### src/rtl/vga_scan_engine.sv
`default_nettype none
// +----------------------------------------------------------------------------+
// | Module   : vga_scan_engine                                                 |
// | Purpose  : Parametrised VGA raster generator. Issues linear read requests  |
// |            to a VRAM read port, realigns sync/enable with the returned     |
// |            pixel data and drives registered RGB, HS and VS.                |
// | Ports    : vga_clk      pixel clock (only clock)                           |
// |            clr          asynchronous active-high reset                     |
// |            en           run request                                        |
// |            rd_en        VRAM read enable                                   |
// |            rd_addr      linear VRAM address                                |
// |            rd_data      VRAM data {r,g,b}, RD_LAT clocks after rd_en       |
// |            r, g, b      pixel colour                                       |
// |            hs, vs       sync outputs (polarity from HS_POL / VS_POL)       |
// |            de           display enable, aligned with r/g/b                 |
// |            frame_start  one-clock pulse on the first visible pixel         |
// |            busy         high while running or draining a frame             |
// | Revision : 1.0 - initial release                                           |
// +----------------------------------------------------------------------------+
module vga_scan_engine #(
   parameter int H_ACTIVE   = 640,
   parameter int H_FP       = 16,
   parameter int H_SYNC     = 96,
   parameter int H_BP       = 48,
   parameter int V_ACTIVE   = 480,
   parameter int V_FP       = 10,
   parameter int V_SYNC     = 2,
   parameter int V_BP       = 33,
   parameter bit HS_POL     = 1'b0,
   parameter bit VS_POL     = 1'b0,
   parameter int COLOR_W    = 4,
   parameter int SCALE_LOG2 = 0,
   parameter int RD_LAT     = 1,
   parameter int ADDR_W     = 19
) (
   input  logic                   vga_clk,
   input  logic                   clr,
   input  logic                   en,
   output logic                   rd_en,
   output logic [ADDR_W-1:0]      rd_addr,
   input  logic [3*COLOR_W-1:0]   rd_data,
   output logic [COLOR_W-1:0]     r,
   output logic [COLOR_W-1:0]     g,
   output logic [COLOR_W-1:0]     b,
   output logic                   hs,
   output logic                   vs,
   output logic                   de,
   output logic                   frame_start,
   output logic                   busy
);

   localparam int c_H_TOTAL = H_ACTIVE + H_FP + H_SYNC + H_BP;
   localparam int c_V_TOTAL = V_ACTIVE + V_FP + V_SYNC + V_BP;
   localparam int c_HW      = $clog2(c_H_TOTAL);
   localparam int c_VW      = $clog2(c_V_TOTAL);

   localparam logic [c_HW-1:0]   c_H_LAST     = c_HW'(c_H_TOTAL - 1);
   localparam logic [c_VW-1:0]   c_V_LAST     = c_VW'(c_V_TOTAL - 1);
   localparam logic [c_HW-1:0]   c_H_ACT      = c_HW'(H_ACTIVE);
   localparam logic [c_VW-1:0]   c_V_ACT      = c_VW'(V_ACTIVE);
   localparam logic [c_HW-1:0]   c_HS_START   = c_HW'(H_ACTIVE + H_FP);
   localparam logic [c_HW-1:0]   c_HS_END     = c_HW'(H_ACTIVE + H_FP + H_SYNC - 1);
   localparam logic [c_VW-1:0]   c_VS_START   = c_VW'(V_ACTIVE + V_FP);
   localparam logic [c_VW-1:0]   c_VS_END     = c_VW'(V_ACTIVE + V_FP + V_SYNC - 1);
   localparam logic [c_VW-1:0]   c_V_MASK     = c_VW'((1 << SCALE_LOG2) - 1);
   localparam logic [ADDR_W-1:0] c_SRC_W      = ADDR_W'(H_ACTIVE >> SCALE_LOG2);

   localparam logic [1:0] S_IDLE  = 2'd0;
   localparam logic [1:0] S_RUN   = 2'd1;
   localparam logic [1:0] S_DRAIN = 2'd2;

   logic [1:0]          state_q, state_d;
   logic [c_HW-1:0]     h_cnt_q, h_cnt_d;
   logic [c_VW-1:0]     v_cnt_q, v_cnt_d;
   logic [ADDR_W-1:0]   line_base_q, line_base_d;
   logic                rd_en_q, rd_en_d;
   logic [ADDR_W-1:0]   rd_addr_q, rd_addr_d;
   logic                hs_iss_q, hs_iss_d;
   logic                vs_iss_q, vs_iss_d;
   logic                fs_iss_q, fs_iss_d;
   logic                busy_q;
   logic [RD_LAT:0]     de_pipe_q;
   logic [RD_LAT:0]     fs_pipe_q;
   logic [RD_LAT:0]     hs_pipe_q;
   logic [RD_LAT:0]     vs_pipe_q;
   logic [3*COLOR_W-1:0] rgb_q;
   logic                w_frame_end;
   logic                w_running_d;

   assign w_frame_end = (h_cnt_q == c_H_LAST) && (v_cnt_q == c_V_LAST);

   // Control state and raster counters.
   always_comb begin
      state_d     = state_q;
      h_cnt_d     = h_cnt_q;
      v_cnt_d     = v_cnt_q;
      line_base_d = line_base_q;

      case (state_q)
         S_IDLE:  if (en) state_d = S_RUN;
         S_RUN:   if (!en) state_d = S_DRAIN;
         S_DRAIN: begin
            if (en) state_d = S_RUN;
            else if (w_frame_end) state_d = S_IDLE;
         end
         default: state_d = S_IDLE;
      endcase

      if (state_q == S_IDLE) begin
         h_cnt_d     = '0;
         v_cnt_d     = '0;
         line_base_d = '0;
      end else if (h_cnt_q == c_H_LAST) begin
         h_cnt_d = '0;
         if (v_cnt_q == c_V_LAST) begin
            v_cnt_d     = '0;
            line_base_d = '0;
         end else begin
            v_cnt_d = v_cnt_q + 1'b1;
            // A new source row begins only when the replicated-line group wraps.
            if ((v_cnt_d & c_V_MASK) == '0) line_base_d = line_base_q + c_SRC_W;
         end
      end else begin
         h_cnt_d = h_cnt_q + 1'b1;
      end
   end

   // Issue-stage values are derived from the next counter state so that the
   // registered rd_en/rd_addr describe the position held in the counters.
   always_comb begin
      w_running_d = (state_d != S_IDLE);
      rd_en_d     = w_running_d && (h_cnt_d < c_H_ACT) && (v_cnt_d < c_V_ACT);
      rd_addr_d   = rd_en_d ? (line_base_d + ADDR_W'(h_cnt_d >> SCALE_LOG2)) : rd_addr_q;
      hs_iss_d    = w_running_d && (h_cnt_d >= c_HS_START) && (h_cnt_d <= c_HS_END);
      vs_iss_d    = w_running_d && (v_cnt_d >= c_VS_START) && (v_cnt_d <= c_VS_END);
      fs_iss_d    = rd_en_d && (h_cnt_d == '0) && (v_cnt_d == '0);
   end

   always_ff @(posedge vga_clk or posedge clr) begin
      if (clr) begin
         state_q     <= S_IDLE;
         h_cnt_q     <= '0;
         v_cnt_q     <= '0;
         line_base_q <= '0;
         rd_en_q     <= 1'b0;
         rd_addr_q   <= '0;
         hs_iss_q    <= 1'b0;
         vs_iss_q    <= 1'b0;
         fs_iss_q    <= 1'b0;
         busy_q      <= 1'b0;
         de_pipe_q   <= '0;
         fs_pipe_q   <= '0;
         hs_pipe_q   <= {(RD_LAT+1){~HS_POL}};
         vs_pipe_q   <= {(RD_LAT+1){~VS_POL}};
         rgb_q       <= '0;
      end else begin
         state_q     <= state_d;
         h_cnt_q     <= h_cnt_d;
         v_cnt_q     <= v_cnt_d;
         line_base_q <= line_base_d;
         rd_en_q     <= rd_en_d;
         rd_addr_q   <= rd_addr_d;
         hs_iss_q    <= hs_iss_d;
         vs_iss_q    <= vs_iss_d;
         fs_iss_q    <= fs_iss_d;
         busy_q      <= (state_d != S_IDLE);
         // Stage k of each pipe is valid k+1 clocks after issue; the last
         // stage lines up with the pixel register below.
         de_pipe_q   <= {de_pipe_q[RD_LAT-1:0], rd_en_q};
         fs_pipe_q   <= {fs_pipe_q[RD_LAT-1:0], fs_iss_q};
         hs_pipe_q   <= {hs_pipe_q[RD_LAT-1:0], hs_iss_q ? HS_POL : ~HS_POL};
         vs_pipe_q   <= {vs_pipe_q[RD_LAT-1:0], vs_iss_q ? VS_POL : ~VS_POL};
         // Stage RD_LAT-1 is the enable that belongs to the word on rd_data now.
         rgb_q       <= de_pipe_q[RD_LAT-1] ? rd_data : '0;
      end
   end

   assign rd_en       = rd_en_q;
   assign rd_addr     = rd_addr_q;
   assign r           = rgb_q[3*COLOR_W-1:2*COLOR_W];
   assign g           = rgb_q[2*COLOR_W-1:COLOR_W];
   assign b           = rgb_q[COLOR_W-1:0];
   assign hs          = hs_pipe_q[RD_LAT];
   assign vs          = vs_pipe_q[RD_LAT];
   assign de          = de_pipe_q[RD_LAT];
   assign frame_start = fs_pipe_q[RD_LAT];
   assign busy        = busy_q;

endmodule
`default_nettype wire

### config.mk
export PLATFORM = sky130hd
export DESIGN_NAME = vga_scan_engine
export DESIGN_NICKNAME = d
export VERILOG_FILES = /design/src/rtl/vga_scan_engine.sv
export SDC_FILE = /design/constraint.sdc
export NUM_CORES = 1
export LEC_CHECK = 0
export ABC_AREA = 1
export CAP_MARGIN = 0
export CORE_MARGIN = 5
export CORE_UTILIZATION = 50
export CTS_BUF_LIST = sky130_fd_sc_hd__clkbuf_8 sky130_fd_sc_hd__clkbuf_16
export DETAILED_ROUTE_END_ITERATION = 16
export HOLD_SLACK_MARGIN = 0.15
export MAX_ROUTING_LAYER = met4
export PLACE_DENSITY = 0.75
export SLEW_MARGIN = 10
export SYNTH_ARGS = -nofsm -noshare
export SYNTH_HDL_FRONTEND = slang
export SYNTH_SLANG_ARGS = --single-unit
export TNS_END_PERCENT = 30
### constraint.sdc
create_clock -name vga_clk -period 2.55 [get_ports vga_clk]
set_input_delay 0.51 -clock vga_clk [delete_from_list [all_inputs] [get_ports vga_clk]]
set_output_delay 0.51 -clock vga_clk [all_outputs]
set_load 0.02 [all_outputs]
== Word-level counts from Yosys, hierarchy flattened ==
Cells that the tools add are included.

* Bits in registers: 85
* Bits of input ports: 15
* Output and inout bits: 37
* Word-level logic and storage cells: 58

* $add $sub $neg: 4
* Order comparisons: 6
* Equality and inequality tests: 4
* Multiplexer cells: 16
* Reduce and logical (&&, ||, !) cells: 13

{| class="wikitable"
|+ Operators by type and width
! cell !! number
|-
| $mux W19 || 3
|-
| $mux W10 || 5
|-
| $add A10 B1 Y10 const B || 2
|-
| $eq A10 B10 Y1 const B || 2
|-
| $logic_not A10 Y1 || 2
|-
| $add A19 B10 Y19 || 1
|-
| $add A19 B10 Y19 const B || 1
|-
| $mux W12 || 1
|-
| $ge A10 B10 Y1 const B || 1
|-
| $ge A10 B9 Y1 const B || 1
|-
| $le A10 B10 Y1 const B || 1
|-
| $le A10 B9 Y1 const B || 1
|-
| $lt A10 B10 Y1 const B || 1
|-
| $lt A10 B9 Y1 const B || 1
|-
| $logic_and A1 B1 Y1 || 9
|-
| $mux W2 || 4
|-
| $pmux W2 S3 || 1
|-
| $eq A2 B1 Y1 const B || 1
|-
| $eq A2 B2 Y1 const B || 1
|-
| $logic_not A2 Y1 || 1
|-
| $mux W1 || 2
|-
| $reduce_bool A2 Y1 || 1
|}

== Longest topological paths before layout ==
Gate-level depths: netlist (run 1).

* Depth in word-level cells: 10
* Gate-level depth with buffers: 21

== Worst setup path after synthesis (run 1) ==
Ideal clock, no wire load.

* Path kind: register to register
* From: register h_cnt_q[0]
* To: register rd_addr_q[14], in the netlist rd_addr[14]
* Setup time: 0.116 ns
* Data arrival time: 2.697 ns
* Required time: 2.434 ns
* Setup slack: -0.263 ns
* Cell stages (with the launch flop): 19
* Path buffers: 1
* Clock period less this slack: 2.813 ns
* Cell sequence: dfrtp_1 > ha_1 > nand4_4 > nor2_8 > a21oi_2 > buf_4 > nand2_1 > a31oi_1 > ha_1 > nand2_1 > nor2_1 > and3_1 > nor2_1 > inv_1 > nand3_1 > nor2_4 > xor2_1 > nand2_1 > nand2_1

* Elaborated cells between the ends (all ways): 18

{| class="wikitable"
|+ RTL lines
! element !! line !! source
|-
| start: declaration || 73 || <nowiki>logic [c_HW-1:0] h_cnt_q, h_cnt_d;</nowiki>
|-
| start signal: assignment || 158 || <nowiki>h_cnt_q <= h_cnt_d;</nowiki>
|-
| $eq A10 B10 Y1 || 113 || <nowiki>end else if (h_cnt_q == c_H_LAST) begin</nowiki>
|-
| $mux W19 || 113 ||
|-
| $mux W19 || 109 || <nowiki>if (state_q == S_IDLE) begin</nowiki>
|-
| net line_base_d[9] || 75 || <nowiki>logic [ADDR_W-1:0] line_base_q, line_base_d;</nowiki>
|-
| $add A19 B10 Y19 || 133 || <nowiki>rd_addr_d = rd_en_d ? (line_base_d + ADDR_W'(h_cnt_d >> SCALE_LOG2)) : rd_addr_q;</nowiki>
|-
| end signal: assignment || 162 || <nowiki>rd_addr_q <= rd_addr_d;</nowiki>
|-
| end: declaration || 77 || <nowiki>logic [ADDR_W-1:0] rd_addr_q, rd_addr_d;</nowiki>
|}

The timed path passes the listed nets, and every way through them passes these cells.
A chain may end at the register's enable or synchronous reset.

== Worst setup path in the final report (run 1) ==
* From: register h_cnt_q[1]
* To: register rd_addr_q[16], in the netlist rd_addr[16]

Same word-level chain as after synthesis.

==> run metrics, run 1 <==
post-synthesis cell type count 36; routability cong. 0.925; Final #Nets 751; io pins 52; Overall Global Routing Usage 23.1%; CP max-delay cell dfrtp_1; clock root cell clkbuf_8; endpoints failing setup 13; register area share after synthesis 46.4%; Worst Setup Slack, final -269 ps; CTS tree built; failing checks setup timing; placed inst area 5890 um2; placed insts 799; clock period minus worst slack 2820 ps; pwr dens 446 nW/um2; number of global-route vias before repair 4315; final max-slew violation count 0; Syn Area/Cell 8.20 um2; worst-path cell chain ha_4 > nand4_4 > nor2_8 > a21oi_4 > clkinv_4 > nor2_2 > ha_1 > a21oi_1 > o21ai_2 > nand2_1 > nand2_2 > nor2_4 > inv_2 > nand3_4 > nor2_4 > nand2_1 > nand2_1 > nand3_1 > nand2_1; Ys Warns 0; CTS Buf Count 9; Routed WL 13000 um; Max-cap violations 0; Critical Path RT 2820 ps; largest delay contributor family on the critical path simple AND/OR/NAND/NOR gates; Seq pwr share 48.7%; average routed wire per standard cell 15.6 um; max_slew headroom 59.7%; Finished Layout Cells 837; Initial Util 50.4%; Post-DP HPWL 8430 um; Clock power frac 32.7%; first-pass GRT wire length 20300 um; antenna cells 0; layout cells sized above 1 36.2%; initial antenna violation count 0; final hold vios 0; commonest non-fill, non-tap cell in the layout nand2_1; worst slew pin tran 603 ps; cell area after layout 6710 um2; Max FO, Critical Path 6; RSZ-0062 raised after global routing yes; number of core rows 35; post-synthesis cell area 4590 um2; total design power 3.00 mW; cell mode on critical path nand2_1; Synth Instances 560; switching power 0.933 mW; Core Area 9110 um2; Clock Latency Late Sink 370 ps; fmax 355 MHz; Die Y 106 um; Logic pwr share 18.6%; crit path capture type flip-flop; first-pass iteration count of the detailed router 4; Max Root-Sink Buffers 2; H-tree levels 3; IO buf count 51; Int Pwr 2.06 mW; Final Skew 13.9 ps; Critical Path Max Stage Delay 430 ps; leak pwr 3.45 nW; antenna viol nets, final 0; Bufs and invs on worst path 2; die width 106 um; status finished with violations; vias per cell 5.16; Startpoint Class flip-flop; CP arrival 3090 ps; Syn Nets 590; largest net degree at the start of global routing 42; detailed-route via count 4320; clk slew on worst S/H paths 110 ps; CTS sink count 85; Area growth, synth to finish 46.2%; GRT overflow 0; die footprint 11200 um2; most frequent cells in the layout nand2_1, buf_4, inv_1; hold crit path type reg2reg; violation count after the first detailed-route iteration 234; Final Cycle Share 111%; #FFs+latches synth 85; Post-route DRC 0; Sw Ratio 31.1%; worst vdd ir 400 uV; Crit Path Category reg2reg; number of fill cells 615
==> worst paths after layout <==
check                                start              to  slack, ps  cells past startpoint
worst max-delay path            h_cnt_q[1]     rd_addr[16]       -270                     19
worst min-delay path              hs_iss_q    hs_pipe_q[0]        350                      1
worst max register to register  h_cnt_q[1]     rd_addr[16]       -270                     19
worst min register to register    hs_iss_q    hs_pipe_q[0]        350                      1
max in group asynchronous              clr    hs_pipe_q[0]       1330                      3
min in group asynchronous              clr  line_base_q[9]        550                      2
==> kinds of logic (layout without fill, tap and decap cells) <==
group	after synthesis	in the layout	synth area share [%]
xor+xnor	15	15	2.86
buf+inv	103	269	9.32
simple gates	301	301	31.3
flops	85	85	46.4
compound gates	41	41	5.81
fa+ha+maj	15	15	4.25
==> power groups by stage <==
| stage | Sequential (mW) | Combinational (mW) | Clock [mW] |
|---|---|---|---|
| finish | 1.46 | 0.557 | 0.981 |
| detailed placement | 1.48 | 0.476 | 0 |
| CTS | 1.46 | 0.502 | 0.999 |
| global placement | 1.48 | 0.467 | 0 |
| global route | 1.47 | 0.600 | 1.06 |
| floorplan | 1.52 | 0.200 | 0 |
==> stage by stage <==
step                      setup TNS, ps  utilization, %  worst slack (ps)  hold slack [ps]
after CTS                          -463            70.5             -99.3              353
after floorplan                    -119               -             -52.4              331
final                             -2300            73.7              -269              351
after detailed placement          -3150            64.6              -376              342
after global placement            -2850            64.6              -343              333
after global routing              -4150            73.7              -393              364
==> flip-flops by register name, indices dropped and copies added, names as in the netlist, 10 cells and up <==
register and cells:
rd_addr 19, rgb_q 12, line_base_q 19, v_cnt_q 10
h_cnt_q 10
==> synthesized netlist by cell type <==
library cell	n	area share [%]
and3_1	1	0.14
fa_1	1	0.44
nor3_1	8	0.87
clkbuf_1	1	0.082
nor2_2	8	1.1
o21ai_1	3	0.33
nor3b_2	1	0.27
nand2_2	10	1.4
and2_1	1	0.14
o21ai_0	9	0.98
nand3_2	5	1.1
nor2_1	57	4.7
nand2_1	140	11
nor3_2	1	0.22
dfrtp_1	81	44
o21ai_2	12	2.3
buf_6	5	1.2
nand4_2	1	0.27
nor2_8	1	0.44
buf_4	1	0.16
a21oi_1	10	1.1
o21bai_1	3	0.49
nand2_4	1	0.25
nand3_1	45	4.9
xor2_1	10	1.9
xnor2_1	5	0.95
nand4_4	2	0.93
a31oi_1	2	0.27
a21oi_2	1	0.19
dfstp_2	4	2.3
inv_1	93	7.6
nand4_1	13	1.8
inv_2	3	0.25
ha_1	14	3.8
a21boi_0	1	0.16
nor2_4	6	1.5
==> per-layer routing <==
layer	vias to the layer above	wire length, um	track usage (%)
met1	2073	5240	28.2
li1	2085	-	-
met3	39	588	3.74
met4	0	493	7.12
met5	-	0	-
met2	123	6730	39.4
==> repair_timing <==
item	4_1_cts	5_1_grt
setup buffers	10	12
hold buffers	0	0
endpoints found under the setup margin	14	19
resized for setup	69	43
pin swaps	33	29
==> layout make-up <==
class                           instances  area, um2  area share (%)
Multi-Input combinational cell        372       2500            37.3
Sequential cell                        85       2130            31.8
Timing Repair Buffer                  157       1360            20.3
Inverter                               96        372            5.54
Tap cell                              111        139            2.07
Clock buffer                            9        124            1.85
Clock inverter                          7       76.3            1.14
Power figures use the tool's default switching activity.
==> run 2, diff against run 1 <==
--- a/config.mk
+++ b/config.mk
@@ -18,4 +18,3 @@
 export SYNTH_ARGS = -nofsm -noshare
 export SYNTH_HDL_FRONTEND = slang
 export SYNTH_SLANG_ARGS = --single-unit
-export TNS_END_PERCENT = 30
==> run 2 against run 1 <==
The flow still finishes with violations (setup timing). Sequential power hardly changed. Global-route usage is 1.6 points lower. Fmax is 0.91% lower. Sequential share of layout area is 0.63 points higher. Utilization is 1.4 points lower. Die area stayed put. Flip-flop and latch count stayed put. Largest cell class unchanged.
==> run metrics, run 2 (synthesis results as in run 1) <==
status finished with violations; failing checks setup timing; Bufs and invs on worst path 2; IO buf count 51; Crit Path Category reg2reg; crit path capture type flip-flop; CTS Buf Count 9; Place WS -255 ps; Sw Ratio 31.1%; switching power 0.922 mW; worst slew pin tran 414 ps; Core Area 9110 um2; endpoints failing setup 15; placed insts 791; cell mode on critical path nand2_1; Max FO, Critical Path 5; Max Root-Sink Buffers 2; WHS 357 ps; CTS sink count 85; number of fill cells 629; Logic pwr share 18.3%; Die Y 106 um; most frequent cells in the layout nand2_1, inv_1, buf_4; Int Pwr 2.04 mW; Finished Layout Cells 823; max_slew headroom 72.4%; antenna cells 0; Area growth, synth to finish 43.3%; worst vdd ir 309 uV; Clock Latency Late Sink 370 ps; routability cong. 0.915; Seq pwr share 49.2%; clk slew on worst S/H paths 100 ps; Critical Path RT 2830 ps; total design power 2.96 mW; area taken by multi-input logic gates 2480 um2; die footprint 11200 um2; Initial Util 50.4%; CP max-delay cell dfrtp_1; H-tree levels 3; Post-route DRC 0; Post-DP HPWL 8370 um; Startpoint Class flip-flop; antenna viol nets, final 0; Routed WL 12900 um; die width 106 um; CP arrival 3120 ps; vias per cell 5.25; io pins 52; clock period minus worst slack 2840 ps; final max-slew violation count 0; CTS Hold Buffers Added 0; RSZ-0062 raised after global routing yes; initial antenna violation count 0; violation count after the first detailed-route iteration 204; number of core rows 35; average routed wire per standard cell 15.7 um; leak pwr 3.36 nW; layout cells sized above 1 33.1%; pwr dens 450 nW/um2; Max-cap violations 0; Seq. cell area 2130 um2; worst-path cell chain ha_4 > nand4_4 > nor2_8 > a21oi_4 > clkinv_4 > nor2_2 > ha_4 > a21oi_1 > o21ai_1 > nand2_1 > nand3_2 > nand2_2 > nand2_2 > nand3_2 > inv_2 > nand2_1 > nand2_1 > nand3_1 > nand2_1; first-pass iteration count of the detailed router 5; CTS tree built; Clock power frac 32.5%; clock root cell clkbuf_8; Critical Path Max Stage Delay 430 ps; Overall Global Routing Usage 21.5%; Worst Setup Slack, final -295 ps; Final #Nets 737; fmax 352 MHz; final hold vios 0; largest net degree at the start of global routing 68; commonest non-fill, non-tap cell in the layout nand2_1; first-pass GRT wire length 19000 um; GRT overflow 0; number of global-route vias before repair 4148; Final Cycle Share 112%; detailed-route via count 4322; Final Skew 16.2 ps; hold crit path type reg2reg; largest delay contributor family on the critical path simple AND/OR/NAND/NOR gates
[run 2: cell count changes in the layout (fill, tap and decap cells not counted), sizes merged]
cell  previous run  this run
buf            106        91
inv             98        99
[run 2: final timing paths]
| kind | start | to | slack (ps) | cells past startpoint |
|---|---|---|---|---|
| max | h_cnt_q[1] | rd_addr[15] | -290 | 19 |
| max in group asynchronous | clr | hs_pipe_q[1] | 1340 | 3 |
| min reg2reg | fs_iss_q | fs_pipe_q[0] | 360 | 0 |
| min in group asynchronous | clr | rgb_q[1] | 470 | 2 |
| max reg2reg | h_cnt_q[1] | rd_addr[15] | -290 | 19 |
| min | fs_iss_q | fs_pipe_q[0] | 360 | 0 |
[run 2: area by class of cell]
class | instances | area share (%)
sequential | 85 | 32.4
clock buffer | 9 | 1.88
timing repair buffer | 142 | 18.9
tap | 111 | 2.11
multi-input combinational | 372 | 37.7
timing repair inverter | 1 | 0.171
inverter | 96 | 5.65
clock inverter | 7 | 1.12
[run 2: per-layer routing]
metal	wire length [um]	GRT usage, %	share of wire, %	up-vias
li1	-	-	-	2054
met1	5010	24.6	39	2073
met2	6790	37.2	53	145
met3	626	4.72	4.9	50
met4	459	7.96	3.6	0
met5	0	-	0	-
[run 2: power by group through the flow]
stage | sequential, mW | clock (mW) | combinational (mW)
floorplan | 1.52 | 0 | 0.200
global placement | 1.48 | 0 | 0.457
detailed placement | 1.48 | 0 | 0.465
CTS | 1.45 | 0.971 | 0.480
global route | 1.47 | 1.04 | 0.589
finish | 1.46 | 0.962 | 0.542
[run 2: repair_timing]
item,CTS,global route
resized for setup,25,74
buffers inserted,2,14
setup endpoints to repair,13,15
cloned,0,1
pin swaps,12,36
[run 2: through the flow]
stage	util, %	TNS (ps)	area, um2
floorplan	-	-111	4660
finish	72.2	-2430	6580
global placement	64.0	-1130	5830
CTS	67.4	-857	6140
global route	72.2	-4350	6580
detailed placement	64.0	-2060	5830
==> RTL edit 1, RTL diff (flow settings as in run 1) <==
`HS_POL`: 1'b0 -> 1'b1.
--- a/src/rtl/vga_scan_engine.sv
+++ b/src/rtl/vga_scan_engine.sv
@@ -27,5 +27,5 @@
    parameter int V_SYNC     = 2,
    parameter int V_BP       = 33,
-   parameter bit HS_POL     = 1'b0,
+   parameter bit HS_POL     = 1'b1,
    parameter bit VS_POL     = 1'b0,
    parameter int COLOR_W    = 4,
Check against the original RTL: not equivalent (Yosys sat finds a counterexample within 4 cycles, from zero or initial values).
==> RTL edit 1 against run 1 <==
- the run still ends with negative setup slack left
- synthesized cell count fell by 0.36%
- critical endpoint is now rd_addr[12]$_DFFE_PP0P_
- power rose by 3.5%
- sequential cell count did not move
- via count rose by 3.7%
- cell area fell by 1.3%
- area after synthesis fell by 1.2%
- wire length rose by 4.6%
- fmax fell by 3.0%
- highest routed layer unchanged
- setup slack got worse by 87 ps
==> RTL edit 1: results (changes against run 1) <==
| Metric | Value |
|---|---|
| Final clock-cell share | 2.95% (-0.037 points) |
| Power Combinational | 0.627 mW (+13%) |
| FF/Latch Area | 2130 um^2 (-0.18%) |
| Status | finished, violations left |
| GR Util met2 | 38.2% (-1.2 points) |
| Largest net degree at the start of global routing | 86 (+100%) |
| Fin cells | 833 (-0.48%) |
| Net Sw Power | 0.934 mW (+0.14%) |
| Area contributors post-synth | dfrtp_1, nand2_1, inv_1 |
| Met3 Use GR | 4.03% (+0.30 points) |
| Synthesized instance count | 558 (-0.36%) |
| Commonest cells post-synth | nand2_1, inv_1, dfrtp_1 |
| Failing checks | negative setup slack |
| Initial DRC count | 306 (+31%) |
| Setup tns final | -4060 ps (-1770 ps) |
| Layout cell share with drive strength beyond 1 | 33.5% (-2.7 points) |
| Distinct cell type count after synthesis | 39 (+8.3%) |
| Setup bufs post-CTS | 18 (+8) |
| Fill count | 563 (-8.5%) |
| Worst clock skew | 21.7 ps (+7.72 ps) |
| Pre-CTS setup slack | -402 ps (-26.6 ps) |
| Layout non-clock buf frac | 20.5% (+0.18 points) |
| P_clk | 0.986 mW (+0.5%) |
| First-pass GRT wire length | 19.7 mm (-2.9%) |
| M1 wire length | 5.49 mm (+4.9%) |
| Met1 usage | 25.9% (-2.3 points) |
| Seq/Total Area, Yosys | 46.9% (+0.50 points) |
| Routed WL | 13.6 mm (+4.6%) |
| Setup Viol. Count Final | 20 (+7) |
| Arr. time, crit path | 3160 ps (+70 ps) |
| Met3 wire len | 779 um (+32%) |
| Fraction of area in multi-input gates | 36.9% (-0.41 points) |
| Gpl congestion | 0.894 (-3.4%) |
| DP Area | 5760 um^2 (-2.2%) |
| Layout Utilization | 75.6% (+1.9 points) |
| Vias in the first global route | 4,298 (-0.39%) |
| Crit path max fanout | 8 (+2) |
| Clock slew at reported path FFs | 90 ps (-20 ps) |
| Vias per cell | 5.38 (+4.2%) |
| Inst Count DP | 783 (-2.0%) |
| Met2 WL | 6.97 mm (+3.6%) |
| Post-CTS sizing | 42 (-39%) |
| Final setup margin | -356 ps (-86.6 ps) |
## RTL edit 1: changes by cell type in the layout (fill, tap and decap cells not counted), sizes merged, moves of 3 or more
cell / delta
a21o: +3
a21oi: +3
buf: +3
clkinv: -3
inv: -4
nand2: -5
nand3: +3
nand4: -5
o21ai: +5
## RTL edit 1: path summary, 6_finish.rpt
kind | slack, ps | end | cells past startpoint
max | -360 | rd_addr[12]$_DFFE_PP0P_ | 16
min | 350 | hs_pipe_q[0]$_DFF_PP0_ | 0
max reg2reg | -360 | rd_addr[12]$_DFFE_PP0P_ | 16
min reg2reg | 350 | hs_pipe_q[0]$_DFF_PP0_ | 0
max in group asynchronous | 1580 | line_base_q[6]$_DFF_PP0_ | 3
min in group asynchronous | 620 | rgb_q[11]$_DFF_PP0_ | 3
## RTL edit 1: cells by family after synthesis
kind of cell,Yosys count,synth area share [%]
buf+inv,101,9.35
xor+xnor,13,2.51
flops,85,46.9
simple gates,288,29.1
compound gates,56,7.83
fa+ha+maj,15,4.30
==> RTL edit 2, RTL diff (settings of run 1) <==
Without the edit above. `rd_addr_q` and `rgb_q` no longer have a reset.
--- a/src/rtl/vga_scan_engine.sv
+++ b/src/rtl/vga_scan_engine.sv
@@ -144,5 +144,4 @@
          line_base_q <= '0;
          rd_en_q     <= 1'b0;
-         rd_addr_q   <= '0;
          hs_iss_q    <= 1'b0;
          vs_iss_q    <= 1'b0;
@@ -153,5 +152,4 @@
          hs_pipe_q   <= {(RD_LAT+1){~HS_POL}};
          vs_pipe_q   <= {(RD_LAT+1){~VS_POL}};
-         rgb_q       <= '0;
       end else begin
          state_q     <= state_d;
@@ -160,5 +158,4 @@
          line_base_q <= line_base_d;
          rd_en_q     <= rd_en_d;
-         rd_addr_q   <= rd_addr_d;
          hs_iss_q    <= hs_iss_d;
          vs_iss_q    <= vs_iss_d;
@@ -172,6 +169,10 @@
          vs_pipe_q   <= {vs_pipe_q[RD_LAT-1:0], vs_iss_q ? VS_POL : ~VS_POL};
          // Stage RD_LAT-1 is the enable that belongs to the word on rd_data now.
-         rgb_q       <= de_pipe_q[RD_LAT-1] ? rd_data : '0;
       end
+   end
+
+   always_ff @(posedge vga_clk) begin
+      rd_addr_q <= rd_addr_d;
+      rgb_q     <= de_pipe_q[RD_LAT-1] ? rd_data : '0;
    end
 
Behaviour: not the same (a bounded check fails within 4 cycles, from zero or initial values; the reset may be asserted at any time).
==> RTL edit 2 against run 1 <==
- the run still ends with negative setup slack left
- cell count decreased by 8.0%
- via count decreased by 7.5%
- wire length decreased by 6.7%
- setup slack got worse by 94 ps
- clock skew decreased by 4.0 ps
- cell area decreased by 6.7%
- power increased by 6.0%
- sequential share of layout area increased by 2.9 points
- sequential cell count unchanged
- hold slack improved by 3.5 ps
- area after synthesis decreased by 7.8%
- critical path type unchanged
- largest cell class is now flip-flops and latches
- highest routed layer unchanged
==> RTL edit 2: results (changes against run 1) <==
| Metric | Value |
|---|---|
| Distinct cell type count after synthesis | 39 (+8.3%) |
| GR Util met2 | 40.1% (+0.64 points) |
| Setup tns final | -2930 ps (-629 ps) |
| Max stage delay on crit path | 410 ps (-20 ps) |
| Pre-CTS setup slack | -348 ps (+28.1 ps) |
| Lkg Pwr | 3.14 nW (-9.0%) |
| Area contributors post-synth | dfrtp_1, edfxtp_1, nand2_1 |
| Final setup margin | -363 ps (-93.6 ps) |
| Failing checks | negative setup slack |
| Peak VDD IR | 353 uV (-12%) |
| FF-to-FF Start | h_cnt_q[0]$_DFF_PP0_ |
| Synth Area in Compound Gates | 5.08% (-0.72 points) |
| Post-synthesis adder-cell area fraction | 4.61% (+0.36 points) |
| Seq/Total Area, Yosys | 51.2% (+4.8 points) |
| First-pass GRT wire length | 18.2 mm (-10%) |
| Mapped Nets | 524 (-11%) |
| Worst hold start | vs_pipe_q[0]$_DFF_PP1_ |
| Clock slew at reported path FFs | 80 ps (-30 ps) |
| Arr. time, crit path | 3040 ps (-50 ps) |
| Relative slew slack | 70.1% (+10 points) |
| Routed WL | 12.2 mm (-6.7%) |
| Status | finished, violations left |
| Crit path max fanout | 7 (+1) |
| Vias | 3,998 (-7.5%) |
| Met3 Use GR | 3.21% (-0.53 points) |
| Largest net degree at the start of global routing | 55 (+31%) |
| M1 wire length | 4.91 mm (-6.2%) |
| Gr usage total | 23.2% (+0.098 points) |
| Final net count | 690 (-8.1%) |
| Setup Viol. Count Final | 14 (+1) |
| Commonest cells post-synth | nand2_1, inv_1, nor2_1 |
| DR pass1 iterations | 7 (+3) |
| Hold path cells | 0 (-1) |
| Met1 usage | 26.9% (-1.3 points) |
| XOR/XNOR Fraction of Synth Area | 3.52% (+0.66 points) |
| Post-CTS sizing | 29 (-58%) |
| Post-synth EDFFs | 19 (+19) |
| Setup bufs post-CTS | 15 (+5) |
-- RTL edit 2: cell types whose count changed after synthesis, moves of 8 or more --
cell      delta
nand2_1     -38
dfrtp_1     -31
edfxtp_1    +19
dfxtp_1     +12
nor2_1      +12
o21ai_2     -11
inv_1        -8
-- RTL edit 2: where the power goes --
part | internal [mW] | switching (mW)
Sequential | 1.49 | 0.0547
Combinational | 0.292 | 0.314
Clock | 0.540 | 0.488
-- RTL edit 2: final cells by class --
| class | count | area (um^2) |
|---|---|---|
| flip-flops and latches | 85 | 2170 |
| multi-input cells | 317 | 2040 |
| repair buffers | 158 | 1370 |
| clock inverters | 7 | 83.8 |
| fillers | 537 | 1960 |
| well taps | 105 | 131 |
| clock buffers | 9 | 124 |
| inverters | 89 | 342 |
-- RTL edit 2: per-stage QoR --
stage	hold slack, ps	area, um^2	instances
4_1_cts	348	6000	760
6_report	354	6260	770
5_1_grt	352	6260	770
3_5_place_dp	345	5570	728
2_1_floorplan	331	4330	494
3_3_place_gp	334	5570	728
